## src/rtl/bin32_bcd8.sv

```systemverilog
// 32-bit binary to 8-digit packed BCD converter (double-dabble, one bit per clock)
// with leading-zero blanking mask and overflow flag for values above 99 999 999.
module bin32_bcd8 #(
  parameter bit SATURATE = 1'b1
) (
  input  logic        clock,
  input  logic        reset,
  input  logic        in_valid,
  output logic        in_ready,
  input  logic [31:0] data,
  output logic        out_valid,
  output logic [31:0] bcd,
  output logic [7:0]  blank,
  output logic        overflow
);

  typedef enum logic [1:0] {
    IDLE  = 2'd0,
    SHIFT = 2'd1,
    DONE  = 2'd2
  } state_t;

  state_t      state_q, state_d;
  logic [31:0] sr_q, sr_d;
  logic [39:0] acc_q, acc_d;
  logic [4:0]  cnt_q, cnt_d;
  logic [31:0] bcd_q, bcd_d;
  logic [7:0]  blank_q, blank_d;
  logic        ovf_q, ovf_d;
  logic        out_valid_q, out_valid_d;

  logic [39:0] acc_adj_s;
  logic [71:0] shifted_s;
  logic        acc_ovf_s;

  function automatic logic [39:0] add3_digits(input logic [39:0] a);
    logic [39:0] r;
    r = a;
    for (int i = 0; i < 10; i++) begin
      if (a[4*i +: 4] >= 4'd5) begin
        r[4*i +: 4] = a[4*i +: 4] + 4'd3;
      end else begin
        r[4*i +: 4] = a[4*i +: 4];
      end
    end
    return r;
  endfunction

  // Digit 0 never blanks, so only digits 7..1 are inspected.
  function automatic logic [7:0] blank_mask(input logic [27:0] d);
    logic [7:0] m;
    logic       zero_run;
    m        = 8'h00;
    zero_run = 1'b1;
    for (int i = 7; i >= 1; i--) begin
      zero_run = zero_run & (d[4*(i-1) +: 4] == 4'd0);
      m[i]     = zero_run;
    end
    return m;
  endfunction

  // Datapath helpers: corrected accumulator, combined shift, overflow detect
  always_comb begin
    acc_adj_s = add3_digits(acc_q);
    shifted_s = {acc_adj_s, sr_q} << 1;
    acc_ovf_s = (acc_q[39:32] != 8'd0);
  end

  // Next-state and output-register logic
  always_comb begin
    state_d     = state_q;
    sr_d        = sr_q;
    acc_d       = acc_q;
    cnt_d       = cnt_q;
    bcd_d       = bcd_q;
    blank_d     = blank_q;
    ovf_d       = ovf_q;
    out_valid_d = 1'b0;
    case (state_q)
      IDLE: begin
        if (in_valid) begin
          sr_d    = data;
          acc_d   = 40'd0;
          cnt_d   = 5'd0;
          state_d = SHIFT;
        end else begin
          state_d = IDLE;
        end
      end
      SHIFT: begin
        {acc_d, sr_d} = shifted_s;
        cnt_d         = cnt_q + 5'd1;
        if (cnt_q == 5'd31) begin
          state_d = DONE;
        end else begin
          state_d = SHIFT;
        end
      end
      DONE: begin
        out_valid_d = 1'b1;
        ovf_d       = acc_ovf_s;
        if (acc_ovf_s) begin
          blank_d = 8'h00;
          bcd_d   = SATURATE ? 32'h9999_9999 : acc_q[31:0];
        end else begin
          blank_d = blank_mask(acc_q[31:4]);
          bcd_d   = acc_q[31:0];
        end
        state_d = IDLE;
      end
      default: begin
        state_d = IDLE;
      end
    endcase
  end

  // State and output registers with synchronous reset
  always_ff @(posedge clock) begin
    if (reset) begin
      state_q     <= IDLE;
      sr_q        <= 32'd0;
      acc_q       <= 40'd0;
      cnt_q       <= 5'd0;
      bcd_q       <= 32'd0;
      blank_q     <= 8'hFE;
      ovf_q       <= 1'b0;
      out_valid_q <= 1'b0;
    end else begin
      state_q     <= state_d;
      sr_q        <= sr_d;
      acc_q       <= acc_d;
      cnt_q       <= cnt_d;
      bcd_q       <= bcd_d;
      blank_q     <= blank_d;
      ovf_q       <= ovf_d;
      out_valid_q <= out_valid_d;
    end
  end

  assign in_ready  = (state_q == IDLE);
  assign out_valid = out_valid_q;
  assign bcd       = bcd_q;
  assign blank     = blank_q;
  assign overflow  = ovf_q;

endmodule

```

## config.mk

```make
export PLATFORM = sky130hd
export DESIGN_NAME = bin32_bcd8
export DESIGN_NICKNAME = d
export VERILOG_FILES = /design/src/rtl/bin32_bcd8.sv
export SDC_FILE = /design/constraint.sdc
export NUM_CORES = 1
export LEC_CHECK = 0
export ABC_AREA = 1
export BUFFER_PORTS_ARGS = -buffer_cell sky130_fd_sc_hd__buf_2
export CORE_UTILIZATION = 56
export CTS_CLUSTER_DIAMETER = 200
export DETAILED_ROUTE_END_ITERATION = 7
export GPL_TIMING_DRIVEN = 0
export PLACE_DENSITY = 0.84
export SYNTH_ARGS = -nofsm -noshare
export SYNTH_HDL_FRONTEND = slang
export SYNTH_SLANG_ARGS = --single-unit
```

## constraint.sdc

```tcl
create_clock -name clock -period 1.9 [get_ports clock]
set_input_delay 0.38 -clock clock [delete_from_list [all_inputs] [get_ports clock]]
set_output_delay 0.38 -clock clock [all_outputs]
set_load 0.02 [all_outputs]
```

==> flow_summary.ini <==
[run_status]
outcome = finished clean

[sta]
finalMaxSlewViolations = 0
fin_ws_ps = 179.6
period_needed_ps = 1720
skew_ps = 5.938
slew_headroom = 0.5914
fmax_mhz = 581.2
hold_viol = 0
fin_crit_sh = 0.9055
rsz0062_at_grt = no
holdWs_ps = 105.8
tightest_slew_ps = 613.0
finalSetupTns_ps = 0
setup_viol = 0

[worst_setup_path]
worst_ep_required_time_ps = 1520
crit_arrival_ps = 1340
r2r_end = bcd[21]
crit_fanout = 4
critPathTopFamily = flip-flops
path_buf_inv = 1
crit_slowest_cell = dfxtp_1
slowest_delay_ps = 530
crit_type = flop to primary output
r2r_cells = 9
rrSetupSlack_ps = 210
worstSetupEndpointType = primary output
startpoint = state_q[0]
crit_path_cell_trace = nor2_1, buf_2
cp-start-kind = flop
r2r-start = acc_q[32]

[finish]
stdcell_count = 1060
layout.nets = 981
area_growth_pct = 20.46
n_antenna_cell = 0
drive_above_1_share = 0.1532
finalInstanceArea_sq_um = 6960
nFillCells = 790
fin_util = 0.7056

[routing]
drc = 0
vias_per_cell = 5.433
drtAntennaViolNets = 0
dr.pass1.iters = 7
wl_per_cell_um = 13.91
dr_total_vias = 5759
drt_iter0_drc = 301
wirelength_mm = 14.75

[yosys]
synthesis.nets = 885
syn_inst = 819
synth_commonest_cells = nand2_1 (251), dfxtp_1 (120), nor2_1 (77)
async_flop_share = 0
synth.distinct_cells = 29
yosysTopAreaCellShare = 0.4158
synth_area_per_cell_sq_um = 7.055
synth_edf_count = 0
synth_top_cell_by_area = dfxtp_1
yosysSeqAreaShare = 0.4158
yosysWarnings = 0
syn_area_sq_um = 5778
ys_ff_latch = 120
yosysMostFrequentCell = nand2_1
ys_top_cells_by_area = dfxtp_1 (42%), nand2_1 (16%), ha_1 (6.7%)
synth_flop_cell = dfxtp_1

[worst_hold_path]
hp-class = input port to flop
hold_start = data[0]
hold_depth = 3
holdPathEnd = sr_q[0]

[floorplanning]
die_w_um = 103.6
ios = 78
die_area_sq_um = 10730
die_y_um = 103.6
rows = 36
initial_utilization = 0.5857
core_area_sq_um = 9864

[clock_tree]
cts_buffers = 17
h-tree-depth = 4
cts.sink_count = 120
cts.reportedPaths.clkPinSlew_ps = 60
clock-root-buffer = clkbuf_8
clock_latency_ps = 530
cts_tree = built
cts_resized = 0
cts_buffer_depth = 2

[place]
dp_cells = 1027
port_buffers = 75
place_area_sq_um = 6320
hpwl_mm = 9.564
gp_congestion = 0.9047
dp_slack_ps = 105.1

[power_and_ir_drop]
p_leak_nw = 3.127
p_per_area_nw_per_um2 = 907.8
power_mw = 6.319
max-vdd-ir-drop_v = 0.0005744

[grt]
grt-ovfl-total = 0
grt_pass1_wl_mm = 23.96
grtUsageTotal = 0.2786
antenna_found_initial = 0
grt_pass1_vias = 5293
grt_max_degree = 17

[job]
cap_violations = 0
final cells by class:
cell class | count | area, sq um | share of cell area
multi-input cells | 581 | 2858 | 0.4106
inverters | 80 | 304.0 | 0.04368
repair buffers | 77 | 390.4 | 0.05608
clock inverters | 11 | 170.2 | 0.02445
flip-flops and latches | 120 | 2402 | 0.3451
plain buffers | 38 | 214.0 | 0.03074
clock buffers | 20 | 455.4 | 0.06543
well taps | 133 | 166.4 | 0.02391
report_power, final:
part / total [mW] / switching [mW] / internal (mW)
sequential: 2.60 / 0.0296 / 2.57
combinational: 0.321 / 0.215 / 0.106
clock: 3.40 / 1.17 / 2.23
total: 6.32 / 1.42 / 4.90
state kept, by name (all words and copies together), names as in the netlist:
signal,count
cnt_q,5
blank,7
sr_q,32
out_valid,1
bcd,32
acc_q,40
state_q,2
overflow,1
worst max path at each step:
stage	endpoint	cells past startpoint
CTS	in_ready	2
detailed placement	acc_q[22]	4
global placement	acc_q[20]	4
floorplan	sr_q[22]	6
global route	bcd[15]	8
finish	in_ready	2
layer usage:
layer / vias to the layer above / GRT usage / part of all wire
met5: - / 0 / 0
met4: 0 / 0.1356 / 0.032
li1: 2845 / - / -
met3: 46 / 0.06734 / 0.066
met1: 2641 / 0.3412 / 0.42
met2: 227 / 0.4583 / 0.48
cell usage in the layout, fill, tap and decap left out:
cell,count
a21oi_1,70
a31oi_1,31
buf_1,1
buf_2,84
buf_4,12
buf_6,3
bufinv_16,4
clkbuf_1,15
clkbuf_16,16
clkbuf_8,4
clkinv_2,3
clkinv_4,1
clkinvlp_4,3
conb_1,1
dfxtp_1,120
ha_1,31
inv_1,76
inv_2,2
inv_4,1
inv_6,1
nand2_1,251
nand2_2,1
nand2_4,1
nand3_1,54
nand3b_1,1
nand4_1,24
nor2_1,77
nor2_4,1
nor2_8,2
nor3_1,3
o211ai_1,3
o21ai_0,8
o21ai_1,19
o21ai_2,1
or2_2,2
cell families after synthesis:
group / Yosys count / share of synthesized area
flops: 120 / 0.4158
buf+inv: 118 / 0.08965
compound gates: 132 / 0.1230
other cells: 1 / 0.0006490
fa+ha+maj: 31 / 0.06713
simple gates: 417 / 0.3038
tightest hold or removal path, stage by stage:
cell and delay (ps):
buf_2 90, nand2_1 60, a21oi_1 50
timing repair:
| item | CTS | global route |
|---|---|---|
| setup endpoints to repair | 0 | 1 |
| endpoints found under the hold margin | 0 | 0 |
| buffers inserted | 0 | 2 |
| hold buffers | 0 | 0 |
(Power assumes the default switching activity.)
